==> src/rtl/framebuffer_client_if.sv <==
// rtl/framebuffer_client_if.sv - memory manager CPU-side port bundle
interface framebuffer_client_if #(
  parameter int X_BITS = 9,
  parameter int Y_BITS = 8
);
  logic [X_BITS-1:0] memoryXCoord;
  logic [Y_BITS-1:0] memoryYCoord;
  logic              memoryWriteRequest;
  logic              memoryReadRequest;
  logic [7:0]        memoryWriteData;
  logic [7:0]        memoryReadData;
  logic              memoryWriteComplete;
  logic              memoryReadComplete;

  // Initiator side (the framebuffer client)
  modport master (
    output memoryXCoord, memoryYCoord, memoryWriteRequest, memoryReadRequest, memoryWriteData,
    input  memoryReadData, memoryWriteComplete, memoryReadComplete
  );

  // Responder side (the memory manager)
  modport slave (
    input  memoryXCoord, memoryYCoord, memoryWriteRequest, memoryReadRequest, memoryWriteData,
    output memoryReadData, memoryWriteComplete, memoryReadComplete
  );
endinterface

==> src/rtl/framebuffer_client.sv <==
// rtl/framebuffer_client.sv - rectangle-fill / pixel-read command initiator
module framebuffer_client #(
  parameter int SCREEN_W = 320,
  parameter int SCREEN_H = 240,
  parameter int X_BITS   = 9,
  parameter int Y_BITS   = 8
) (
  input  logic              clock,
  input  logic              reset,
  input  logic              cmdValid,
  output logic              cmdReady,
  input  logic              cmdOp,
  input  logic [X_BITS-1:0] cmdX,
  input  logic [Y_BITS-1:0] cmdY,
  input  logic [X_BITS-1:0] cmdWidth,
  input  logic [Y_BITS-1:0] cmdHeight,
  input  logic [7:0]        cmdColor,
  output logic [7:0]        readData,
  output logic              readDataValid,
  output logic              busy,
  framebuffer_client_if.master mem
);

  typedef enum logic [1:0] {IDLE, SETUP, REQ, STEP} stateType;

  localparam logic [X_BITS:0] xLimit = (X_BITS+1)'(SCREEN_W);
  localparam logic [Y_BITS:0] yLimit = (Y_BITS+1)'(SCREEN_H);

  stateType          state;
  logic              opRead;
  logic [X_BITS-1:0] xStart;
  logic [Y_BITS-1:0] yStart;
  logic [X_BITS-1:0] widthReg;
  logic [Y_BITS-1:0] heightReg;
  logic [7:0]        colorReg;
  logic [X_BITS:0]   xEnd;
  logic [Y_BITS:0]   yEnd;

  // One extra bit on every sum so edge-of-screen rectangles clip instead of wrapping
  logic [X_BITS:0] xSum;
  logic [Y_BITS:0] ySum;
  logic [X_BITS:0] xNext;
  logic [Y_BITS:0] yNext;
  logic            offScreen;
  logic            emptyFill;
  logic            completeSeen;

  assign xSum  = {1'b0, xStart} + {1'b0, widthReg};
  assign ySum  = {1'b0, yStart} + {1'b0, heightReg};
  assign xNext = {1'b0, mem.memoryXCoord} + 1'b1;
  assign yNext = {1'b0, mem.memoryYCoord} + 1'b1;
  assign offScreen = ({1'b0, xStart} >= xLimit) || ({1'b0, yStart} >= yLimit);
  assign emptyFill = (widthReg == '0) || (heightReg == '0) || offScreen;
  // Only the complete pulse matching the outstanding request type counts
  assign completeSeen = opRead ? mem.memoryReadComplete : mem.memoryWriteComplete;

  // Command sequencer: all outputs are registered here
  always_ff @(posedge clock) begin
    if (reset) begin
      state                  <= IDLE;
      cmdReady               <= 1'b0;
      busy                   <= 1'b0;
      readData               <= 8'h00;
      readDataValid          <= 1'b0;
      mem.memoryXCoord       <= '0;
      mem.memoryYCoord       <= '0;
      mem.memoryWriteRequest <= 1'b0;
      mem.memoryReadRequest  <= 1'b0;
      mem.memoryWriteData    <= 8'h00;
      opRead                 <= 1'b0;
      xStart                 <= '0;
      yStart                 <= '0;
      widthReg               <= '0;
      heightReg              <= '0;
      colorReg               <= 8'h00;
      xEnd                   <= '0;
      yEnd                   <= '0;
    end else begin
      readDataValid <= 1'b0;
      case (state)
        IDLE: begin
          if (cmdValid && cmdReady) begin
            opRead    <= cmdOp;
            xStart    <= cmdX;
            yStart    <= cmdY;
            widthReg  <= cmdWidth;
            heightReg <= cmdHeight;
            colorReg  <= cmdColor;
            cmdReady  <= 1'b0;
            busy      <= 1'b1;
            state     <= SETUP;
          end else begin
            cmdReady <= 1'b1;
          end
        end
        SETUP: begin
          xEnd <= (xSum < xLimit) ? xSum : xLimit;
          yEnd <= (ySum < yLimit) ? ySum : yLimit;
          if (opRead ? offScreen : emptyFill) begin
            busy     <= 1'b0;
            cmdReady <= 1'b1;
            state    <= IDLE;
          end else begin
            mem.memoryXCoord       <= xStart;
            mem.memoryYCoord       <= yStart;
            mem.memoryWriteData    <= colorReg;
            mem.memoryWriteRequest <= ~opRead;
            mem.memoryReadRequest  <= opRead;
            state                  <= REQ;
          end
        end
        REQ: begin
          if (completeSeen) begin
            mem.memoryWriteRequest <= 1'b0;
            mem.memoryReadRequest  <= 1'b0;
            if (opRead) begin
              readData      <= mem.memoryReadData;
              readDataValid <= 1'b1;
            end
            state <= STEP;
          end
        end
        STEP: begin
          if (opRead) begin
            busy     <= 1'b0;
            cmdReady <= 1'b1;
            state    <= IDLE;
          end else if (xNext < xEnd) begin
            mem.memoryXCoord       <= xNext[X_BITS-1:0];
            mem.memoryWriteRequest <= 1'b1;
            state                  <= REQ;
          end else if (yNext < yEnd) begin
            mem.memoryXCoord       <= xStart;
            mem.memoryYCoord       <= yNext[Y_BITS-1:0];
            mem.memoryWriteRequest <= 1'b1;
            state                  <= REQ;
          end else begin
            busy     <= 1'b0;
            cmdReady <= 1'b1;
            state    <= IDLE;
          end
        end
        default: state <= IDLE;
      endcase
    end
  end

endmodule

==> src/flat_wrapper.sv <==
// flat-port wrapper written by rule: the top's interface ports become plain ports
module framebuffer_client_flat 
#(
  parameter int SCREEN_W = 320,
  parameter int SCREEN_H = 240,
  parameter int X_BITS   = 9,
  parameter int Y_BITS   = 8
)
  (clock, reset, cmdValid, cmdReady, cmdOp, cmdX, cmdY, cmdWidth, cmdHeight, cmdColor, readData, readDataValid, busy, mem_memoryXCoord, mem_memoryYCoord, mem_memoryWriteRequest, mem_memoryReadRequest, mem_memoryWriteData, mem_memoryReadData, mem_memoryWriteComplete, mem_memoryReadComplete);
  framebuffer_client_if #(.X_BITS(X_BITS), .Y_BITS(Y_BITS)) mem_i ();
  input  logic clock;
  input  logic reset;
  input  logic cmdValid;
  output logic cmdReady;
  input  logic cmdOp;
  input  logic [X_BITS-1:0] cmdX;
  input  logic [Y_BITS-1:0] cmdY;
  input  logic [X_BITS-1:0] cmdWidth;
  input  logic [Y_BITS-1:0] cmdHeight;
  input  logic [7:0] cmdColor;
  output logic [7:0] readData;
  output logic readDataValid;
  output logic busy;
  output wire logic [$bits(mem_i.memoryXCoord)-1:0] mem_memoryXCoord;
  output wire logic [$bits(mem_i.memoryYCoord)-1:0] mem_memoryYCoord;
  output wire logic [$bits(mem_i.memoryWriteRequest)-1:0] mem_memoryWriteRequest;
  output wire logic [$bits(mem_i.memoryReadRequest)-1:0] mem_memoryReadRequest;
  output wire logic [$bits(mem_i.memoryWriteData)-1:0] mem_memoryWriteData;
  input wire logic [$bits(mem_i.memoryReadData)-1:0] mem_memoryReadData;
  input wire logic [$bits(mem_i.memoryWriteComplete)-1:0] mem_memoryWriteComplete;
  input wire logic [$bits(mem_i.memoryReadComplete)-1:0] mem_memoryReadComplete;
  assign mem_memoryXCoord = mem_i.memoryXCoord;
  assign mem_memoryYCoord = mem_i.memoryYCoord;
  assign mem_memoryWriteRequest = mem_i.memoryWriteRequest;
  assign mem_memoryReadRequest = mem_i.memoryReadRequest;
  assign mem_memoryWriteData = mem_i.memoryWriteData;
  assign mem_i.memoryReadData = mem_memoryReadData;
  assign mem_i.memoryWriteComplete = mem_memoryWriteComplete;
  assign mem_i.memoryReadComplete = mem_memoryReadComplete;
  framebuffer_client #(.SCREEN_W(SCREEN_W), .SCREEN_H(SCREEN_H), .X_BITS(X_BITS), .Y_BITS(Y_BITS)) u_core (.clock(clock), .reset(reset), .cmdValid(cmdValid), .cmdReady(cmdReady), .cmdOp(cmdOp), .cmdX(cmdX), .cmdY(cmdY), .cmdWidth(cmdWidth), .cmdHeight(cmdHeight), .cmdColor(cmdColor), .readData(readData), .readDataValid(readDataValid), .busy(busy), .mem(mem_i));
endmodule
==> config.mk <==
export PLATFORM = sky130hd
export DESIGN_NAME = framebuffer_client_flat
export DESIGN_NICKNAME = d
export VERILOG_FILES = /design/src/rtl/framebuffer_client_if.sv /design/src/rtl/framebuffer_client.sv /design/src/flat_wrapper.sv
export SDC_FILE = /design/constraint.sdc
export NUM_CORES = 1
export LEC_CHECK = 0
export BUFFER_PORTS_ARGS = -buffer_cell sky130_fd_sc_hd__buf_4
export CORE_MARGIN = 8
export CORE_UTILIZATION = 30
export DETAILED_ROUTE_END_ITERATION = 8
export PLACE_DENSITY_LB_ADDON = 0.05
export SYNTH_ARGS = -nofsm -noshare
export SYNTH_HDL_FRONTEND = slang
export SYNTH_SLANG_ARGS = --single-unit
==> constraint.sdc <==
create_clock -name clock -period 5.45 [get_ports clock]
set_input_delay 0.2725 -clock clock [delete_from_list [all_inputs] [get_ports clock]]
set_output_delay 0.2725 -clock clock [all_outputs]
set_load 0.01 [all_outputs]
## Word level (Yosys, flattened, before mapping)

Index checks and enable logic that the tools add are counted.

- Register bits after elaboration: 102

- $add $sub $neg: 4
- Order comparisons: 6
- Eq/ne operators: 13
- Multiplexer cells: 42
- Bitwise logic cells: 4
- Reductions and logical operators: 22

Operator list:

| cell | count |
|---|---|
| 2-to-1 mux 9 bit | 5 |
| 2-to-1 mux 8 bit | 4 |
| 2-to-1 mux 1 bit | 19 |
| one-hot mux 9 bit (2 select lines) | 1 |
| one-hot mux 8 bit (2 select lines) | 1 |
| AND reduction 5 bit | 3 |
| 2-to-1 mux 2 bit | 6 |
| adder 9 x 1 -> 10 bit (second input constant) | 1 |
| adder 9 x 9 -> 10 bit | 1 |
| less-than comparator 10 bit | 1 |
| less-than comparator 10 x 9 -> 1 bit (second input constant) | 1 |
| 2-to-1 mux 10 bit | 1 |
| adder 8 x 1 -> 9 bit (second input constant) | 1 |
| adder 8 x 8 -> 9 bit | 1 |
| greater-or-equal comparator 9 bit (second input constant) | 1 |
| zero test 9 bit | 1 |
| less-than comparator 9 x 8 -> 1 bit (second input constant) | 1 |
| less-than comparator 9 bit | 1 |
| one-hot mux 1 bit (3 select lines) | 3 |
| greater-or-equal comparator 8 bit (second input constant) | 1 |
| zero test 8 bit | 1 |
| != test 2 x 1 -> 1 bit (second input constant) | 4 |
| one-hot mux 2 bit (4 select lines) | 1 |
| AND reduction 4 bit | 2 |
| 15 further kinds | 29 |

## Depth between registers and ports, before layout

- Word-level depth: 6
- Gate-level depth with buffers: 12
- Mapped depth without buffers: 11

## Worst setup path before layout

Ideal clock, no wire load.

- Path kind: flip-flop to flip-flop
- From: register u_core.mem.memoryXCoord[0]
- To: register u_core.mem.memoryYCoord[3]
- Arrival: 2.803 ns
- Slack: 2.551 ns
- Cell stages (with the launch flop): 13
- Buffers on the path: 1
- Cells stage by stage: dfxtp_1 > ha_1 > nand3_1 > nor2_1 > xnor2_1 > ha_1 > and4_1 > o2111ai_1 > and3_1 > buf_6 > o41ai_4 > nand2_4 > o41ai_2

- Word-level cells in the longest chain between the ends: 4

RTL lines:

| what | RTL line | RTL |
|---|---|---|
| start: declaration | framebuffer_client_if.sv:17 | `output memoryXCoord, memoryYCoord, memoryWriteRequest, memoryReadRequest, memoryWriteData,` |
| start signal: assignment | framebuffer_client.sv:104 | `mem.memoryXCoord <= xStart;` |
| start signal: assignment | framebuffer_client.sv:129 | `mem.memoryXCoord <= xNext[X_BITS-1:0];` |
| start signal: assignment | framebuffer_client.sv:133 | `mem.memoryXCoord <= xStart;` |
| adder 9 x 1 -> 10 bit | framebuffer_client.sv:50 | `assign xNext = {1'b0, mem.memoryXCoord} + 1'b1;` |
| less-than comparator 10 bit | framebuffer_client.sv:128 | `end else if (xNext < xEnd) begin` |
| != test 2 bit (no line) | -- |  |
| AND reduction 5 bit (no line) | -- |  |
| end signal: assignment | framebuffer_client.sv:105 | `mem.memoryYCoord <= yStart;` |
| end signal: assignment | framebuffer_client.sv:134 | `mem.memoryYCoord <= yNext[Y_BITS-1:0];` |
| end: declaration | framebuffer_client_if.sv:17 |  |

No other way between the ends.
A chain may end at the register's enable or synchronous reset.

## Final worst setup path

- From: register u_core.state[1]
- To: register u_core.mem.memoryYCoord[3]

- Word-level cells in the longest chain between the ends: 3
- Elaborated cells between the ends (all ways): 9

RTL lines:

| what | RTL line | RTL |
|---|---|---|
| start: declaration | framebuffer_client.sv:29 | `stateType state;` |
| start signal: assignment | framebuffer_client.sv:60 | `state <= IDLE;` |
| start signal: assignment | framebuffer_client.sv:91 | `state <= SETUP;` |
| start signal: assignment | framebuffer_client.sv:102 | `state <= IDLE;` |
| == test 2 bit or == test 2 x 1 -> 1 bit (tied branches) | framebuffer_client.sv:80 | `case (state)` |
| != test 2 bit (no line) (tied with other cells) | -- |  |
| AND reduction 5 bit (no line) | -- |  |

Several ways; a longest one is shown, not always the timed one.

==> results_dict.tcl <==
set metrics [dict create \
    worst_slew_pin_slew_ps 1152 \
    crit_type "reg2reg" \
    worst-r2r-cell-count 5 \
    clockBufferDepth 2 \
    slew_violations 0 \
    die_w_um 152.0 \
    synth_top_area_cell "dfxtp_1" \
    ff_latch_area_um2 2042 \
    synth_mux_area_frac 0.04467 \
    rsz0062_at_grt "false" \
    power.leakage_nw 2.762 \
    avgSynthCellArea_um2 8.181 \
    fin_nets 848 \
    synthXorXnorAreaFrac 0.03948 \
    hold_violations 0 \
    outcome "finished, final reports clean" \
    async_flop_share 0 \
    route.detailed.drc 0 \
    antenna_found_initial 0 \
    final_common_cell "nand2_1" \
    start_util 0.3077 \
    yosysTopAreaCellShare 0.3681 \
    place_ws_ps 2011 \
    dp_hpwl_um 12360 \
    grt_max_degree 87 \
    drtIter0Drc 276 \
    synth_fa_ha_area_frac 0.09745 \
    ys_ff_latch 102 \
    slew_headroom 0.2323 \
    r2r_slack_ps 1990 \
    grt_first_pass_wirelength_um 26950 \
    post_drt_wl_per_cell_um 16.80 \
    seq_area_frac_synth 0.3681 \
    finalWorstSetupSlack_ps 1995 \
    clock-skew-final_ps 6.449 \
    period_share 0.6340 \
    synth_area_um2 5547 \
    port_buffers 93 \
    syn_to_final_growth_pct 21.66 \
    coreArea_um2 18020 \
    htreeDepth 3 \
    grt.total_usage 0.1416 \
    hold_buffers 0 \
    synthSimpleGateAreaFrac 0.1926 \
    synth_edf_count 0 \
    min_path_type "in2reg" \
    cts_buffers 9 \
    tns_ps 0 \
    finalSetupViolCount 0 \
    worstPathRequired_ps 5700 \
    dr.pass1.iters 4 \
    cts_root_buffer "clkbuf_16" \
    ys.flop_type "dfxtp_1" \
    synth_compound_area_frac 0.2087 \
    reg2reg_to "u_core.mem.memoryYCoord[3]" \
    drive_gt1_frac 0.1695 \
    ctsResizeCount 0 \
    grt_pass1_vias 4871 \
    yosysWarnings 0 \
    diodes 0 \
    gp_congestion 0.8491 \
    p_per_area_nw_per_um2 303.3 \
    cts.sinks 102 \
    cts_setup_buffers 0 \
    multi_input_area_um2 3233 \
    ant_nets 0 \
    vdd_drop_max_v 0.0001694 \
    drt-total-wl_um 16530 \
    ys_types 61 \
    synthCells 678 \
    clock_latency_ps 350 \
    synth.net_count 776 \
    cts_tree "done" \
    rows 49 \
    end_kind "register" \
    ios 94 \
    gr-total-overflow 0 \
    timing.fmax_ghz 0.2894 \
    cp-endpoint "u_core.mem.memoryYCoord[3]" \
    die_h_um 152.0 \
    drt-vias-per-instance 5.062 \
    fin_crit_ps 3455 \
    p_total_mw 2.046 \
    synth.area.top_cells "dfxtp_1 (37%), nand2_1 (9.1%), ha_1 (9.0%)" \
    vias 4981 \
    crit_arrival_ps 3700 \
    critPathMaxFanout 21 \
    r2r_start "u_core.state[1]" \
    hp-start "cmdColor[6]" \
    fill_cells 1942 \
    clkTransAtPathRegs_ps 70 \
    fp.dieArea_um2 23090 \
    crit_start "u_core.state[1]" \
    layout_common_cells "nand2_1 (134), dfxtp_1 (102), buf_4 (96), a21oi_1 (76), ha_1 (40)" \
    maxCapViolCount 0 \
    synth_top_family_by_area "compound AO/OA/AOI/OAI gates" \
    cp-start-kind "register" \
]
[worst max-delay path, cell delays in order, from the launching register on]
cell	delay [ps]
dfxtp_1	430
ha_1	750
clkinv_1	750
o41ai_4	870
nand2_4	170
o41ai_2	380
[layer usage]
metal / vias to the layer above / part of all wire / routed length [µm] / GRT usage
li1: 2525 / - / - / -
met1: 2325 / 0.52 / 8671 / 0.2052
met2: 116 / 0.40 / 6579 / 0.1977
met3: 15 / 0.062 / 1023 / 0.03528
met4: 0 / 0.015 / 255 / 0.04668
met5: - / 0 / 0 / 0
[power by group]
part / internal, mW / switching, mW
Combinational: 0.181 / 0.291
Clock: 0.431 / 0.299
Sequential: 0.796 / 0.0492
Total: 1.41 / 0.639
[kinds of logic (layout without fill, tap and decap cells)]
group / after synthesis / count (layout)
simple gates: 245 / 245
xor+xnor: 25 / 25
flops: 102 / 102
fa+ha+maj: 42 / 42
mux: 24 / 24
buf+inv: 70 / 147
compound gates: 170 / 170
[cell type report]
cell class              count  area share
inverters                  35     0.01947
well taps                 229     0.04246
clock buffers              12     0.03801
clock inverters             4     0.01150
multi-input cells         506      0.4791
flip-flops and latches    102      0.3026
repair buffers             96      0.1068
[metrics by stage]
stage / hold slack [ps] / instances / cell area, µm² / util
after CTS: 151.8 / 984 / 6748 / 0.3744
after floorplan: 408.5 / 678 / 5547 / -
final: 164.1 / 984 / 6748 / 0.3744
after detailed placement: 446.2 / 968 / 6414 / 0.3558
after global placement: 442.0 / 968 / 6414 / 0.3558
after global routing: 154.9 / 984 / 6748 / 0.3744
[worst min path at each step]
| stage | end | cells after the start | slack, ps |
|---|---|---|---|
| final | u_core.colorReg[6] | 3 | 160 |
| after detailed placement | u_core.xEnd[5] | 2 | 450 |
| after floorplan | u_core.colorReg[0] | 2 | 410 |
| after global placement | u_core.xEnd[5] | 2 | 440 |
| after CTS | u_core.colorReg[6] | 3 | 150 |
| after global routing | u_core.yStart[4] | 3 | 150 |
[synth_stat cells, types with 3 or more instances]
cell      instances
nand2_1         134
dfxtp_1         102
a21oi_1          76
ha_1             40
nor2_1           39
inv_1            34
clkbuf_1         29
mux2i_1          18
nand3_1          18
o21ai_0          17
nor3_1           15
xor2_1           13
xnor2_1          12
a211o_1           8
a21o_1            7
a221oi_1          7
nor2b_1           7
nor4_1            7
mux2_2            6
o211ai_1          6
nand2b_1          5
nand4_1           5
a211oi_1          4
a31oi_1           4
a32o_1            4
and3_1            4
buf_1             4
o21a_1            4
o41ai_2           4
a311oi_1          3
or3_1             3
[sequential cells by signal, indices dropped and copies added (netlist names), 2 cells and up]
signal	cells
u_core.mem.memoryYCoord	8
u_core.widthReg	9
u_core.yEnd	9
u_core.yStart	8
u_core.mem.memoryXCoord	9
u_core.colorReg	8
u_core.xEnd	10
u_core.heightReg	8
u_core.xStart	9
u_core.state	2
u_core.readData	8
u_core.mem.memoryWriteData	8
No activity file was read; power rests on OpenSTA's default activity.
